`config.mk`:
```
export PLATFORM = sky130hd
export DESIGN_NAME = seq_restoring_divider
export DESIGN_NICKNAME = d
export VERILOG_FILES = /design/src/rtl/seq_restoring_divider_pkg.sv /design/src/rtl/seq_restoring_divider_div_step.sv /design/src/rtl/seq_restoring_divider.sv
export SDC_FILE = /design/constraint.sdc
export NUM_CORES = 1
export LEC_CHECK = 0
export ABC_AREA = 1
export BUFFER_PORTS_ARGS = -buffer_cell sky130_fd_sc_hd__buf_2
export CORE_UTILIZATION = 63
export DETAILED_ROUTE_END_ITERATION = 8
export PLACE_DENSITY = 0.95
export REMOVE_ABC_BUFFERS = 1
export SLEW_MARGIN = 10
export SYNTH_ARGS = -nofsm -noshare
export SYNTH_HDL_FRONTEND = slang
export SYNTH_SLANG_ARGS = --single-unit
```
`constraint.sdc`:
```
create_clock -name clk -period 7.9 [get_ports clk]
set_input_delay 0 -clock clk [delete_from_list [all_inputs] [get_ports clk]]
set_output_delay 0 -clock clk [all_outputs]
set_load 0.02 [all_outputs]
```
`src/rtl/seq_restoring_divider_pkg.sv`:
```
// Shared constants for the sequential restoring divider: state encoding and default width.
package seq_restoring_divider_pkg;

  localparam int DEFAULT_N = 20;

  typedef logic [2:0] state_t;

  localparam state_t ST_IDLE  = 3'd0;
  localparam state_t ST_ENA   = 3'd1;
  localparam state_t ST_SHIFT = 3'd2;
  localparam state_t ST_CALC  = 3'd3;

endpackage

```
`src/rtl/seq_restoring_divider_div_step.sv`:
```
// One restoring-division step: conditionally subtract the divisor from the partial remainder.
module seq_restoring_divider_div_step
  import seq_restoring_divider_pkg::*;
#(
  parameter int N = DEFAULT_N
) (
  input  logic [N-1:0] a_i,
  input  logic [N-1:0] y_i,
  output logic [N-1:0] a_o,
  output logic         q_bit_o
);

  always_comb begin
    a_o     = a_i;
    q_bit_o = 1'b0;
    if (a_i >= y_i) begin
      a_o     = a_i - y_i;
      q_bit_o = 1'b1;
    end
  end

endmodule

```
`src/rtl/seq_restoring_divider.sv`:
```
// Multi-cycle unsigned restoring divider, armed by sen1 and launched by sen2; one quotient
// bit per SHIFT/CALC pair, result published in Q with done on the final CALC.
module seq_restoring_divider
  import seq_restoring_divider_pkg::*;
#(
  parameter int N = DEFAULT_N
) (
  input  logic         clk,
  input  logic         reset,
  input  logic [N-1:0] dividend,
  input  logic [N-1:0] divisor,
  input  logic         sen1,
  input  logic         sen2,
  output logic [N-1:0] Q,
  output logic         done,
  output state_t       state_o
);

  localparam int COUNT_WIDTH = $clog2(N) + 1;

  state_t                 state_q, state_d;
  logic [N-1:0]           a_q, a_d;
  logic [N-1:0]           x_q, x_d;
  logic [N-1:0]           y_q, y_d;
  logic [N-1:0]           wq_q, wq_d;
  logic [N-1:0]           q_q, q_d;
  logic                   done_q, done_d;
  logic [COUNT_WIDTH-1:0] count_q, count_d;

  logic [N-1:0] step_a;
  logic         step_bit;

  seq_restoring_divider_div_step #(.N(N)) u_step (
    .a_i    (a_q),
    .y_i    (y_q),
    .a_o    (step_a),
    .q_bit_o(step_bit)
  );

  always_comb begin
    state_d = state_q;
    a_d     = a_q;
    x_d     = x_q;
    y_d     = y_q;
    wq_d    = wq_q;
    q_d     = q_q;
    done_d  = done_q;
    count_d = count_q;
    case (state_q)
      ST_IDLE: begin
        if (sen1) state_d = ST_ENA;
      end
      ST_ENA: begin
        // Operands are re-sampled every ENA cycle, so the launch edge captures the latest ones.
        x_d     = dividend;
        y_d     = divisor;
        a_d     = '0;
        wq_d    = '0;
        count_d = '0;
        done_d  = 1'b0;
        if (sen2) state_d = ST_SHIFT;
      end
      ST_SHIFT: begin
        {a_d, x_d} = {a_q, x_q} << 1;
        wq_d       = wq_q << 1;
        state_d    = ST_CALC;
      end
      ST_CALC: begin
        a_d  = step_a;
        wq_d = {wq_q[N-1:1], step_bit};
        if (count_q == COUNT_WIDTH'(N - 1)) begin
          count_d = '0;
          q_d     = {wq_q[N-1:1], step_bit};
          done_d  = 1'b1;
          state_d = ST_IDLE;
        end else begin
          count_d = count_q + COUNT_WIDTH'(1);
          state_d = ST_SHIFT;
        end
      end
      default: state_d = ST_IDLE;
    endcase
  end

  always_ff @(posedge clk or posedge reset) begin
    if (reset) begin
      state_q <= ST_IDLE;
      a_q     <= '0;
      x_q     <= '0;
      y_q     <= '0;
      wq_q    <= '0;
      q_q     <= '0;
      done_q  <= 1'b0;
      count_q <= '0;
    end else begin
      state_q <= state_d;
      a_q     <= a_d;
      x_q     <= x_d;
      y_q     <= y_d;
      wq_q    <= wq_d;
      q_q     <= q_d;
      done_q  <= done_d;
      count_q <= count_d;
    end
  end

  assign Q       = q_q;
  assign done    = done_q;
  assign state_o = state_q;

endmodule

```
==> metrics.txt <==
status=finished clean; type of the worst setup path=register to register; CP Data Required Time=8.17 ns; final period utilization=37.9%; setup repair bufs after CTS=0; critical path's slowest cell=nand2_1; clk_lat worst skew=0.39 ns; I/O pins=68; Switching Fraction=48.2%; PwrDens=378 mW/mm^2; fin crit period=2.99 ns; NetSw=1.25 mW; initial antenna violation count=0; largest net degree at the start of global routing=83; Die Ht=98.5 um; Fill cells=587; Mapped Cells=748; via count=5,338; final instance area=0.00687 mm^2; Starting DRT DRC Count=372; Starting Density=66.3%; # setup viols final=0; Yosys top cell area share=46.5%; Wirelength per Cell=14.4 um; Worst-Margin Slew=1.21 ns; WP data arrival=3.26 ns; number of port buffers=66; clock root cell=clkbuf_8; area added between synthesis and finish=17.1%; P_int=1.34 mW; min-delay worst type=primary input to async pin; vias per cell=5.59; Final Net Count=913; CP endpoint kind=register; sum of negative setup slack=0 ns; Final GP Congestion=0.961; logic gate share of total power=55.7%; slew margin rel.=19.0%; Routed Antenna Nets=0; most common cell after layout, fill and taps aside=nand2_1; total of max-cap violations=0; ANT cells=0; via count of the first global-routing pass=5,204; die extent in x=98.5 um; total core area=0.00885 mm^2; register bit count reported by yosys=109; Rows=34; worst path cell trace=inv_1 -> ha_1 -> nand2_1 -> o211ai_1; most frequent cells in the layout=nand2_1 (233), inv_1 (114), dfrtp_1 (109); final wirelength=13,800 um; Final Skew=0.00848 ns; worst vdd ir=0.293 mV; Slew Limit Fails=0; CP bufs+invs=1; FMAX=334 MHz; share of post-route cells with drive strength above 1=11.9%; CTS HTree Levels=3; TritonCTS clock tree=done; grt ovf=0; total CTS buffers=9; synthesized area per cell=7.84 um^2; Initial DRT Pass Iterations=7; Seq pwr share=30.0%; count of different cell masters after synthesis=37; Area contributors post-synth=dfrtp_1 (46%), nand2_1 (15%), inv_1 (7.4%); crit-path max FO=37; sequential element share of the synthesized area=46.5%; P_leak=3.60 nW; clk slew on worst S/H paths=0.11 ns; Post-route DRC=0; Synth Cell Area=0.00587 mm^2; Setup crit start kind=register; first-pass GRT wire length=23,200 um; DPL Wire Length=8730 um; # resized after CTS=0; GRT Overall Usage=29.9%; Max Buffers Root-to-Sink=2; unrepaired setup endpoints after global routing=no; CP max stage delay=0.96 ns; Syn. warnings=0; Die ar.=0.00970 mm^2; Post-DP Area=0.00622 mm^2; Clock Sinks=109; clock network power share=14.3%; CP top delay family=simple AND/OR/NAND/NOR gates; top cell type by total area after synthesis=dfrtp_1; Hold Fails Final Rpt=0
worst reg2reg max path: stages, from the launching register on:
cell and delay [ns]:
dfrtp_1 0.44, inv_1 0.14, ha_1 0.79, nand2_1 0.96, o211ai_1 0.55
state kept, by name (all words and copies together), names as in the netlist:
name / cells
Q: 20
state_o: 2
y_q: 20
count_q: 6
wq_q: 20
done: 1
x_q: 20
a_q: 20
synthesized netlist by cell type:
cell type  instances
nand2_1          233
inv_1            115
dfrtp_1          109
o21ai_0           57
nand3_1           42
nor2_1            27
ha_1              26
clkbuf_1          24
o22ai_1           24
a21oi_1           16
o221ai_1          16
xnor2_1            8
nand3b_1           6
nand2_2            5
nor3_1             4
o21ai_1            4
nand4_1            3
o211ai_1           3
xor2_1             3
and2_1             2
buf_6              2
nand3_2            2
nor2_2             2
o21bai_1           2
a21oi_2            1
a22o_1             1
a22oi_1            1
buf_1              1
buf_4              1
buf_8              1
conb_1             1
fa_1               1
inv_2              1
inv_6              1
nand2_4            1
o21ai_2            1
or2_2              1
path summary, 6_finish.rpt:
| path | depth (start not counted) | slack, ns | end | from |
|---|---|---|---|---|
| min in group clk | 4 | 0.36 | y_q[9]$_DFFE_PP0P_ | divisor[9] |
| max | 4 | 4.91 | x_q[16]$_DFFE_PP0P_ | state_o[0]$_DFFE_PP0P_ |
| min | 3 | 0.13 | y_q[9]$_DFFE_PP0P_ | reset |
| min reg2reg | 2 | 0.49 | Q[8]$_DFFE_PP0P_ | Q[8]$_DFFE_PP0P_ |
| max reg2reg | 4 | 4.91 | x_q[16]$_DFFE_PP0P_ | state_o[0]$_DFFE_PP0P_ |
| max in group asynchronous | 4 | 6.49 | x_q[16]$_DFFE_PP0P_ | reset |
routing by layer:
metal | up-vias | global-route usage, % | share of wire, %
li1 | 2579 | - | -
met3 | 43 | 5.32 | 6.0
met4 | 0 | 12.4 | 2.6
met2 | 199 | 49.7 | 48
met1 | 2517 | 39.1 | 43
met5 | - | 0 | 0
logic make-up (layout without fill, tap and decap cells):
logic type	Yosys count	count (layout)	synth area share, %
buffers and inverters	146	245	9.94
flip-flops	109	109	46.5
other	1	1	0.0639
AND/OR/NAND/NOR	328	328	23.2
XOR/XNOR	11	11	1.64
AO/OA/AOI/OAI	126	126	12.7
adder cells (fa/ha/maj)	27	27	5.89
stage by stage:
stage               std cells  setup WS, ns  hold WS, ns  total power [mW]  util (%)
floorplan                 719          4.84        0.117              1.84         -
global placement          896          5.26    -0.000964              2.10      70.3
detailed placement        896          5.10      0.00683              2.16      70.3
CTS                       955          5.01        0.139              2.56      77.7
global route              955          4.76        0.160              2.80      77.7
finish                    955          4.91        0.127              2.60      77.7
cell type report:
class | count | area (um^2) | share of cell area (%)
clock buffers | 9 | 124 | 1.80
clock inverters | 7 | 100 | 1.46
inverters | 117 | 447 | 6.50
multi-input cells | 493 | 2560 | 37.2
flip-flops and latches | 109 | 2730 | 39.7
well taps | 108 | 135 | 1.97
repair buffers | 112 | 783 | 11.4
what timing repair did:
item,CTS,global route
endpoints found under the setup margin,0,0
hold endpoints to repair,69,0
hold buffers,43,0
power groups by stage:
| stage | clock network [mW] | logic, mW | registers (mW) |
|---|---|---|---|
| after floorplan | 0 | 1.07 | 0.775 |
| after global placement | 0 | 1.32 | 0.779 |
| after detailed placement | 0 | 1.38 | 0.787 |
| after CTS | 0.372 | 1.41 | 0.777 |
| after global routing | 0.393 | 1.61 | 0.792 |
| final | 0.371 | 1.45 | 0.779 |
No activity file was read; power rests on OpenSTA's default activity.
